**src/rtl/hilo_muldiv_unit.sv**
```systemverilog
// hilo_muldiv_unit
//   Iterative radix-2 multiply/divide unit holding the architectural HI/LO
//   registers. Multiplication is shift-add and division is restoring
//   shift-subtract, both on operand magnitudes. The sign correction is
//   applied in a final FIX cycle.
//
// Ports
//   clk      rising-edge clock
//   rst      asynchronous active-high reset
//   start    request a mult/div op (sampled only when idle)
//   op       00 MULT, 01 MULTU, 10 DIV, 11 DIVU
//   a, b     rs / rt operands, latched on the start edge only
//   mthi_we  write wdata into HI (cancels an in-flight op)
//   mtlo_we  write wdata into LO (cancels an in-flight op)
//   wdata    MTHI/MTLO data
//   busy     op in flight (CALC or FIX)
//   done     one-cycle pulse after HI/LO take a result
//   hi, lo   HI / LO registers
module hilo_muldiv_unit #(
    parameter int WIDTH = 32,
    parameter int CNT_W = 5
) (
    input  logic             clk,
    input  logic             rst,
    input  logic             start,
    input  logic [1:0]       op,
    input  logic [WIDTH-1:0] a,
    input  logic [WIDTH-1:0] b,
    input  logic             mthi_we,
    input  logic             mtlo_we,
    input  logic [WIDTH-1:0] wdata,
    output logic             busy,
    output logic             done,
    output logic [WIDTH-1:0] hi,
    output logic [WIDTH-1:0] lo
);

    typedef enum logic [1:0] {IDLE, CALC, FIX} state_t;

    state_t             state, state_next;
    logic [CNT_W-1:0]   cnt;
    logic               is_div;
    logic               neg_lo;     // negate product (mult) or quotient (div)
    logic               neg_hi;     // negate remainder (signed div, negative dividend)
    logic               div0;
    logic [WIDTH-1:0]   acc;        // product upper half / partial remainder
    logic [WIDTH-1:0]   low;        // multiplier->product lower half / dividend->quotient
    logic [WIDTH-1:0]   opnd;       // multiplicand magnitude / divisor magnitude

    logic               mt;
    logic               sign_a, sign_b;
    logic [WIDTH-1:0]   mag_a, mag_b;

    logic [WIDTH:0]     mul_sum;
    logic [WIDTH:0]     div_shift;
    logic [WIDTH:0]     div_trial;
    logic [WIDTH-1:0]   acc_step, low_step;

    logic [2*WIDTH-1:0] prod, prod_fix;
    logic [WIDTH-1:0]   quo_fix, rem_fix;

    assign mt     = mthi_we | mtlo_we;
    assign busy   = (state != IDLE);

    // Signed ops (op[0]==0) work on magnitudes; 0x80000000 stays 0x80000000,
    // which is the correct unsigned magnitude.
    assign sign_a = ~op[0] & a[WIDTH-1];
    assign sign_b = ~op[0] & b[WIDTH-1];
    assign mag_a  = sign_a ? (~a + 1'b1) : a;
    assign mag_b  = sign_b ? (~b + 1'b1) : b;

    // One iteration step for each operation.
    always_comb begin
        mul_sum   = {1'b0, acc} + (low[0] ? {1'b0, opnd} : '0);
        div_shift = {acc, low[WIDTH-1]};
        div_trial = div_shift - {1'b0, opnd};
        if (is_div) begin
            // Restoring division: keep the trial difference only if non-negative.
            if (!div_trial[WIDTH]) begin
                acc_step = div_trial[WIDTH-1:0];
                low_step = {low[WIDTH-2:0], 1'b1};
            end else begin
                acc_step = div_shift[WIDTH-1:0];
                low_step = {low[WIDTH-2:0], 1'b0};
            end
        end else begin
            acc_step = mul_sum[WIDTH:1];
            low_step = {mul_sum[0], low[WIDTH-1:1]};
        end
    end

    // Sign correction. A zero divisor drives every trial subtraction to
    // succeed, leaving remainder=|a| (sign-restored to a) and an all-ones
    // quotient that must not be negated.
    always_comb begin
        prod     = {acc, low};
        prod_fix = neg_lo ? (~prod + 1'b1) : prod;
        rem_fix  = neg_hi ? (~acc + 1'b1) : acc;
        if (div0)
            quo_fix = '1;
        else
            quo_fix = neg_lo ? (~low + 1'b1) : low;
    end

    always_comb begin
        state_next = state;
        case (state)
            IDLE: if (start && !mt) state_next = CALC;
            CALC: begin
                if (mt)
                    state_next = IDLE;
                else if (cnt == '0)
                    state_next = FIX;
            end
            FIX:     state_next = IDLE;
            default: state_next = IDLE;
        endcase
    end

    always_ff @(posedge clk or posedge rst) begin
        if (rst) begin
            state <= IDLE;
            cnt   <= '0;
            is_div <= 1'b0;
            neg_lo <= 1'b0;
            neg_hi <= 1'b0;
            div0  <= 1'b0;
            acc   <= '0;
            low   <= '0;
            opnd  <= '0;
            hi    <= '0;
            lo    <= '0;
            done  <= 1'b0;
        end else begin
            state <= state_next;
            done  <= (state == FIX) && !mt;

            if (state == IDLE && start && !mt) begin
                cnt    <= CNT_W'(WIDTH - 1);
                is_div <= op[1];
                neg_lo <= sign_a ^ sign_b;
                neg_hi <= op[1] & sign_a;
                div0   <= op[1] & (b == '0);
                acc    <= '0;
                low    <= op[1] ? mag_a : mag_b;
                opnd   <= op[1] ? mag_b : mag_a;
            end else if (state == CALC) begin
                cnt <= cnt - 1'b1;
                acc <= acc_step;
                low <= low_step;
            end

            // An mt write always wins and suppresses any pending result.
            if (mt) begin
                if (mthi_we) hi <= wdata;
                if (mtlo_we) lo <= wdata;
            end else if (state == FIX) begin
                if (is_div) begin
                    hi <= rem_fix;
                    lo <= quo_fix;
                end else begin
                    hi <= prod_fix[2*WIDTH-1:WIDTH];
                    lo <= prod_fix[WIDTH-1:0];
                end
            end
        end
    end

endmodule

```
**config.mk**
```make
export PLATFORM = sky130hd
export DESIGN_NAME = hilo_muldiv_unit
export DESIGN_NICKNAME = d
export VERILOG_FILES = /design/src/rtl/hilo_muldiv_unit.sv
export SDC_FILE = /design/constraint.sdc
export NUM_CORES = 1
export LEC_CHECK = 0
export ABC_AREA = 1
export CORE_MARGIN = 3
export CORE_UTILIZATION = 55
export DETAILED_ROUTE_END_ITERATION = 10
export DONT_BUFFER_PORTS = 1
export GPL_TIMING_DRIVEN = 1
export PLACE_DENSITY = 0.82
export REMOVE_ABC_BUFFERS = 1
export SLEW_MARGIN = 0
export SYNTH_ARGS = -nofsm -noshare
export SYNTH_HDL_FRONTEND = slang
export SYNTH_SLANG_ARGS = --single-unit
```
**constraint.sdc**
```tcl
create_clock -name clk -period 6 [get_ports clk]
set_input_delay 1.2 -clock clk [delete_from_list [all_inputs] [get_ports clk]]
set_output_delay 1.2 -clock clk [all_outputs]
set_load 0.005 [all_outputs]
```
Word-level counts from Yosys, hierarchy flattened
Cells that the tools add are included.
- word-level logic and storage cells: 83
- flip-flop bits (word level): 172
- memories kept: 0
- bits in writable memories: 0
- ROM bits: 0
- output and inout port bits: 66
- latch bits: 0
- $lt $le $gt $ge: 0
- bitwise logic cells: 12
- div/mod/pow operators: 0
- reductions and logical operators: 14
- shift operators: 0
- mux-type cells: 31
- $mul: 0
- eq/ne operators: 6
- $add $sub $neg: 8
- operator list (operator ; count):
    32-bit two-way mux ; 23
    32-bit by 1-bit adder with 32-bit output, second input constant ; 4
    32-bit inverter ; 4
    64-bit by 1-bit adder with 64-bit output, second input constant ; 1
    64-bit two-way mux ; 1
    64-bit inverter ; 1
    32-bit by 32-bit adder with 33-bit output ; 1
    33-bit by 32-bit subtractor with 33-bit output ; 1
    32-bit zero test ; 1
    5-bit two-way mux ; 2
    2-bit two-way mux ; 3
    2-bit != test, second input constant ; 3
    2-bit AND reduction ; 3
    2-bit nonzero test ; 3
    5-bit zero test ; 1
    5-bit by 1-bit subtractor with 5-bit output, second input constant ; 1
    1-bit bitwise AND ; 4
    1-bit logical AND ; 4
    2-bit case mux with 2 select lines ; 1
    3-bit != test, second input constant ; 1
    2-bit by 1-bit == test with 1-bit output, second input constant ; 1
    2-bit == test, second input constant ; 1
    2-bit zero test ; 1
    1-bit zero test ; 1
    other kinds (4) ; 4

Logic depth before layout (Yosys ltp)
- depth in word-level cells: 7
- gate-level depth with buffers: 20

Worst setup path before layout
No wires, ideal clock.
- path type: input port to flip-flop
- start point: input port a[0]
- end point: register low[24]
- data arrival time: 2484 ps
- buffers on the path: 0
- stages on the path: 12
- path slack: 3403 ps
- library setup time: 113 ps
- path through: inv_1 > ha_1 > nand2_1 > nor2_1 > nand2_1 > o21ai_4 > nand2_1 > xor2_1 > nand2_1 > nand3_1 > nand2_1 > inv_1
- cells in the longest elaborated chain, start to end: 5
- ends and longest elaborated chain (item ; RTL line ; source):
    start: declaration ; 27 ; input logic [WIDTH-1:0] a,
    32-bit inverter ; 69 ; assign mag_a = sign_a ? (~a + 1'b1) : a;
    32-bit by 1-bit adder with 32-bit output ; 69 ;
    32-bit two-way mux ; 69 ;
    32-bit two-way mux ; 145 ; low <= op[1] ? mag_a : mag_b;
    32-bit two-way mux ; 138 ; if (state == IDLE && start && !mt) begin
    end signal: assignment ; 145 ;
    end signal: assignment ; 150 ; low <= low_step;
    end: declaration ; 47 ; logic [WIDTH-1:0] low;
No other way between the ends.
A chain may end at the register's enable or synchronous reset.

Final worst setup path
- start point: input port mtlo_we
- end point: register low[0]
- cells in the longest elaborated chain, start to end: 4
- elaborated cells between the ends (all ways): 5
- ends and longest elaborated chain (item ; RTL line ; source):
    start: declaration ; 30 ; input logic mtlo_we,
    1-bit bitwise OR (*) ; 62 ; assign mt = mthi_we | mtlo_we;
    1-bit zero test (*) ; 138 ;
    1-bit logical AND (*) ; 138 ;
    32-bit two-way mux / 2-bit nonzero test (equally long branches) ; n/a ;
Mark *: on every way between the ends. The rest lies on a longest branch, timed or not.

==> PnR_summary.wiki <==
{| class="wikitable"
! Metric !! Value
|-
| Per-instance average area after synthesis || a little under 6 sq um
|-
| FFs w/ async S/R, synth || 1.000
|-
| Status || complete, no violations
|-
| Worst path arrival time || 4090 ps
|-
| Crit path max fanout || 52
|-
| Routed wire length || approximately 66 mm
|-
| Maxcap violations || 0
|-
| Initial core utilization || 0.5665
|-
| Number of clock sinks || between 150 and 200
|-
| Setup slack of the most critical reg-to-reg path || roughly 2600 ps
|-
| Leakage power of the design || slightly below 10 nW
|-
| Register area share after synthesis || 0.2445
|-
| Initial antenna violation count || 1
|-
| Final period util || 0.6171
|-
| Clock Skew || between 15 and 20 ps
|-
| Shortest clock period the worst path allows after layout || roughly 3700 ps
|-
| Final worst setup slack || around 2300 ps
|-
| Buffer levels on the longest clock path || 2
|-
| Min-delay src || state[0]
|-
| Weighted congestion at the end of routability-driven global placement || just over 1
|-
| Routed len/inst || a little under 20 microns
|-
| Overall routing resource usage || 0.3805
|-
| GRT overflow || 0
|-
| Overall power || about 7.8 mW
|-
| Clock-pin slew on the worst setup and hold paths || ~80 ps
|-
| Endpoint of the worst-slack reg-to-reg timing path || acc[31]
|-
| H-tree levels || 4
|-
| Cts-stage hold buffer count || 0
|-
| Number of flops mapped to enable cells by yosys || 0
|-
| Detailed router's first-iteration violation count || 2800
|-
| Critical path launch point type || input port
|-
| Peak ir drop on the vdd network || roughly 0.26 mV
|-
| Type of element capturing the critical path || flop
|-
| Share of post-route cells with drive strength above 1 || 0.03768
|-
| Unrepaired setup endpoints after global routing || false
|-
| Share of Yosys cell area claimed by the top area cell type || 0.2445
|-
| IO buf count || 0
|-
| NumNets Final || 3110
|-
| Post-Route Setup TNS || 0 ps
|-
| Seq cells post-synth || roughly 170
|-
| Headroom to the max-slew limit || 0.1940
|-
| Core area || ~31000 sq um
|-
| Power Dens Cells || roughly 430 nW/um^2
|-
| Worst Reg2Reg Path Length in Cells || 18
|-
| Syn Inst Count || 2993
|-
| HPWL Detailed || roughly 53 mm
|-
| Via count || 20120
|-
| Final setup violation count || 0
|-
| Die area || between 30000 and 40000 sq um
|-
| Hold violation total from the final report || 0
|-
| Buffer count from post-CTS setup fixing || 0
|-
| Die height || ~180 microns
|-
| CP Data Required Time || 6380 ps
|-
| Area delta synth->final || 4.194%
|-
| Worst hold slack || between 500 and 600 ps
|-
| CP Class || in2reg
|-
| Maximum number of pins on one net before global-route repair || between 60 and 70
|-
| I/O pin count || around 170
|-
| Global-route wire length before repair || between 100 and 150 mm
|-
| Vias/cell || ~6.0
|-
| Std cell rows || between 60 and 70
|-
| Max Freq || 270.1 MHz
|-
| Transition at the pin with the smallest max-transition slack || between 1000 and 1500 ps
|-
| Distinct cell type count of the synthesized netlist || between 50 and 60
|-
| Insertion delay of the later-clocked pin in the worst-skew pair || around 470 ps
|-
| DRC violations left || 0
|-
| Clock tree root buffer cell || sky130_fd_sc_hd__clkbuf_16
|-
| Largest area contributor in the netlist || sky130_fd_sc_hd__dfrtp_1
|-
| Drt first pass iters || 7
|-
| Launch point of the worst reg-to-reg path || low[31]
|-
| Flip-flop cell with the highest count after synthesis || sky130_fd_sc_hd__dfrtp_1
|-
| Number of nets with antenna violations after detailed routing || 0
|-
| Path class of the lowest-slack min-delay path || reg2reg
|-
| Number of CTS-inserted buffers || 17
|-
| Cell types with the largest area share after synthesis || sky130_fd_sc_hd__dfrtp_1 (24%), sky130_fd_sc_hd__nand2_1 (20%), sky130_fd_sc_hd__inv_1 (9.5%)
|-
| Via count of the first global-routing pass || 18380
|-
| Worst Hold Path Cells || 1
|-
| Most instantiated cells after synthesis || sky130_fd_sc_hd__nand2_1 (954), sky130_fd_sc_hd__inv_1 (445), sky130_fd_sc_hd__nor2_1 (323)
|-
| Setup slack after placement || roughly 1900 ps
|-
| Cell with the most instances after synthesis || sky130_fd_sc_hd__nand2_1
|-
| Hold Path End || done
|-
| Synthesized area || roughly 18000 sq um
|-
| Count of cells resized by post-cts repair || 0
|-
| X dimension of the die || around 180 microns
|-
| Final slew viol count || 0
|-
| Clock tree from TritonCTS || yes
|-
| Yosys warning total || 0
|}
[through the flow]
step / std cells / cell area (sq um) / utilization
2_1_floorplan: 2901 / 17160 / -
3_5_place_dp: 3312 / 17770 / 0.5720
4_1_cts: 3342 / 18340 / 0.5902
5_1_grt: 3342 / 18340 / 0.5902
6_report: 3343 / 18340 / 0.5902
3_3_place_gp: 3312 / 17770 / 0.5720
[flip-flops by register name, summed over array words and instances (netlist names)]
register  cells
is_div        1
opnd         32
hi           32
div0          1
lo           32
done          1
cnt           5
state         2
low          32
neg_lo        1
acc          32
neg_hi        1
[worst max-delay path, cell delays in order]
cell and delay, ps:
sky130_fd_sc_hd__nor2_4 250, sky130_fd_sc_hd__nand3_2 490, sky130_fd_sc_hd__inv_2 690, sky130_fd_sc_hd__nand2_1 100
sky130_fd_sc_hd__buf_4 230, sky130_fd_sc_hd__inv_2 650, sky130_fd_sc_hd__a21oi_1 180, sky130_fd_sc_hd__o21ai_1 110
sky130_fd_sc_hd__nand2_1 60, sky130_fd_sc_hd__o21ai_1 90
[routing by layer]
metal	global-route usage	vias up	share of wire
met5	0	-	0.00017
met1	0.5250	9121	0.41
met2	0.5705	1296	0.42
met4	0.1552	2	0.043
met3	0.09662	205	0.12
li1	-	9493	-
[cell usage in the layout, fill, tap and decap left out, drive strengths merged, types with 2 or more instances in the layout]
master and n:
a21boi 3, a21o 4, a21oi 171, a221oi 30
a22oi 5, a31oi 23, and2 5, and3 2
buf 15, clkbuf 20, clkinv 2, clkinvlp 2
dfrtp 172, fa 2, ha 70, inv 461
nand2 968, nand3 294, nand3b 14, nand4 30
nor2 339, nor3 26, nor4 3, o211ai 34
o21a 4, o21ai 133, o21bai 7, o221ai 12
o22ai 5, o31ai 8, or2 18, xnor2 9
xor2 50
[report_power, final]
| part | switching (mW) | internal [mW] | leakage [nW] | total [mW] |
|---|---|---|---|---|
| sequential | 0.674 | 1.45 | 2.03 | 2.12 |
| combinational | 3.15 | 1.46 | 7.36 | 4.60 |
| clock | 0.524 | 0.598 | 0.273 | 1.12 |
[cells by family after synthesis]
family / share of synthesized area
compound gates: 0.1472
xor+xnor: 0.02936
fa+ha+maj: 0.05204
buf+inv: 0.1223
flops: 0.2445
simple gates: 0.4045
[cell type report]
cell class | count | area, sq um
antenna | 1 | 2.502
clock buffer | 20 | 456.7
clock inverter | 10 | 107.6
fill | 3129 | 12730
inverter | 456 | 1717
multi-input combinational | 2273 | 11140
sequential | 172 | 4304
tap | 396 | 495.5
timing repair buffer | 15 | 112.6
[how the worst max path moves through the flow]
stage | startpoint | endpoint | slack [ps] | depth (start not counted)
after floorplan | rst | acc[0] | 140 | 1
after global placement | mtlo_we | lo[5] | 2020 | 9
after detailed placement | mtlo_we | lo[3] | 1900 | 9
after CTS | mtlo_we | lo[3] | 2390 | 9
after global routing | mtlo_we | lo[3] | 2100 | 9
final | mtlo_we | low[0] | 2300 | 10
No activity file was read; power rests on OpenSTA's default activity.
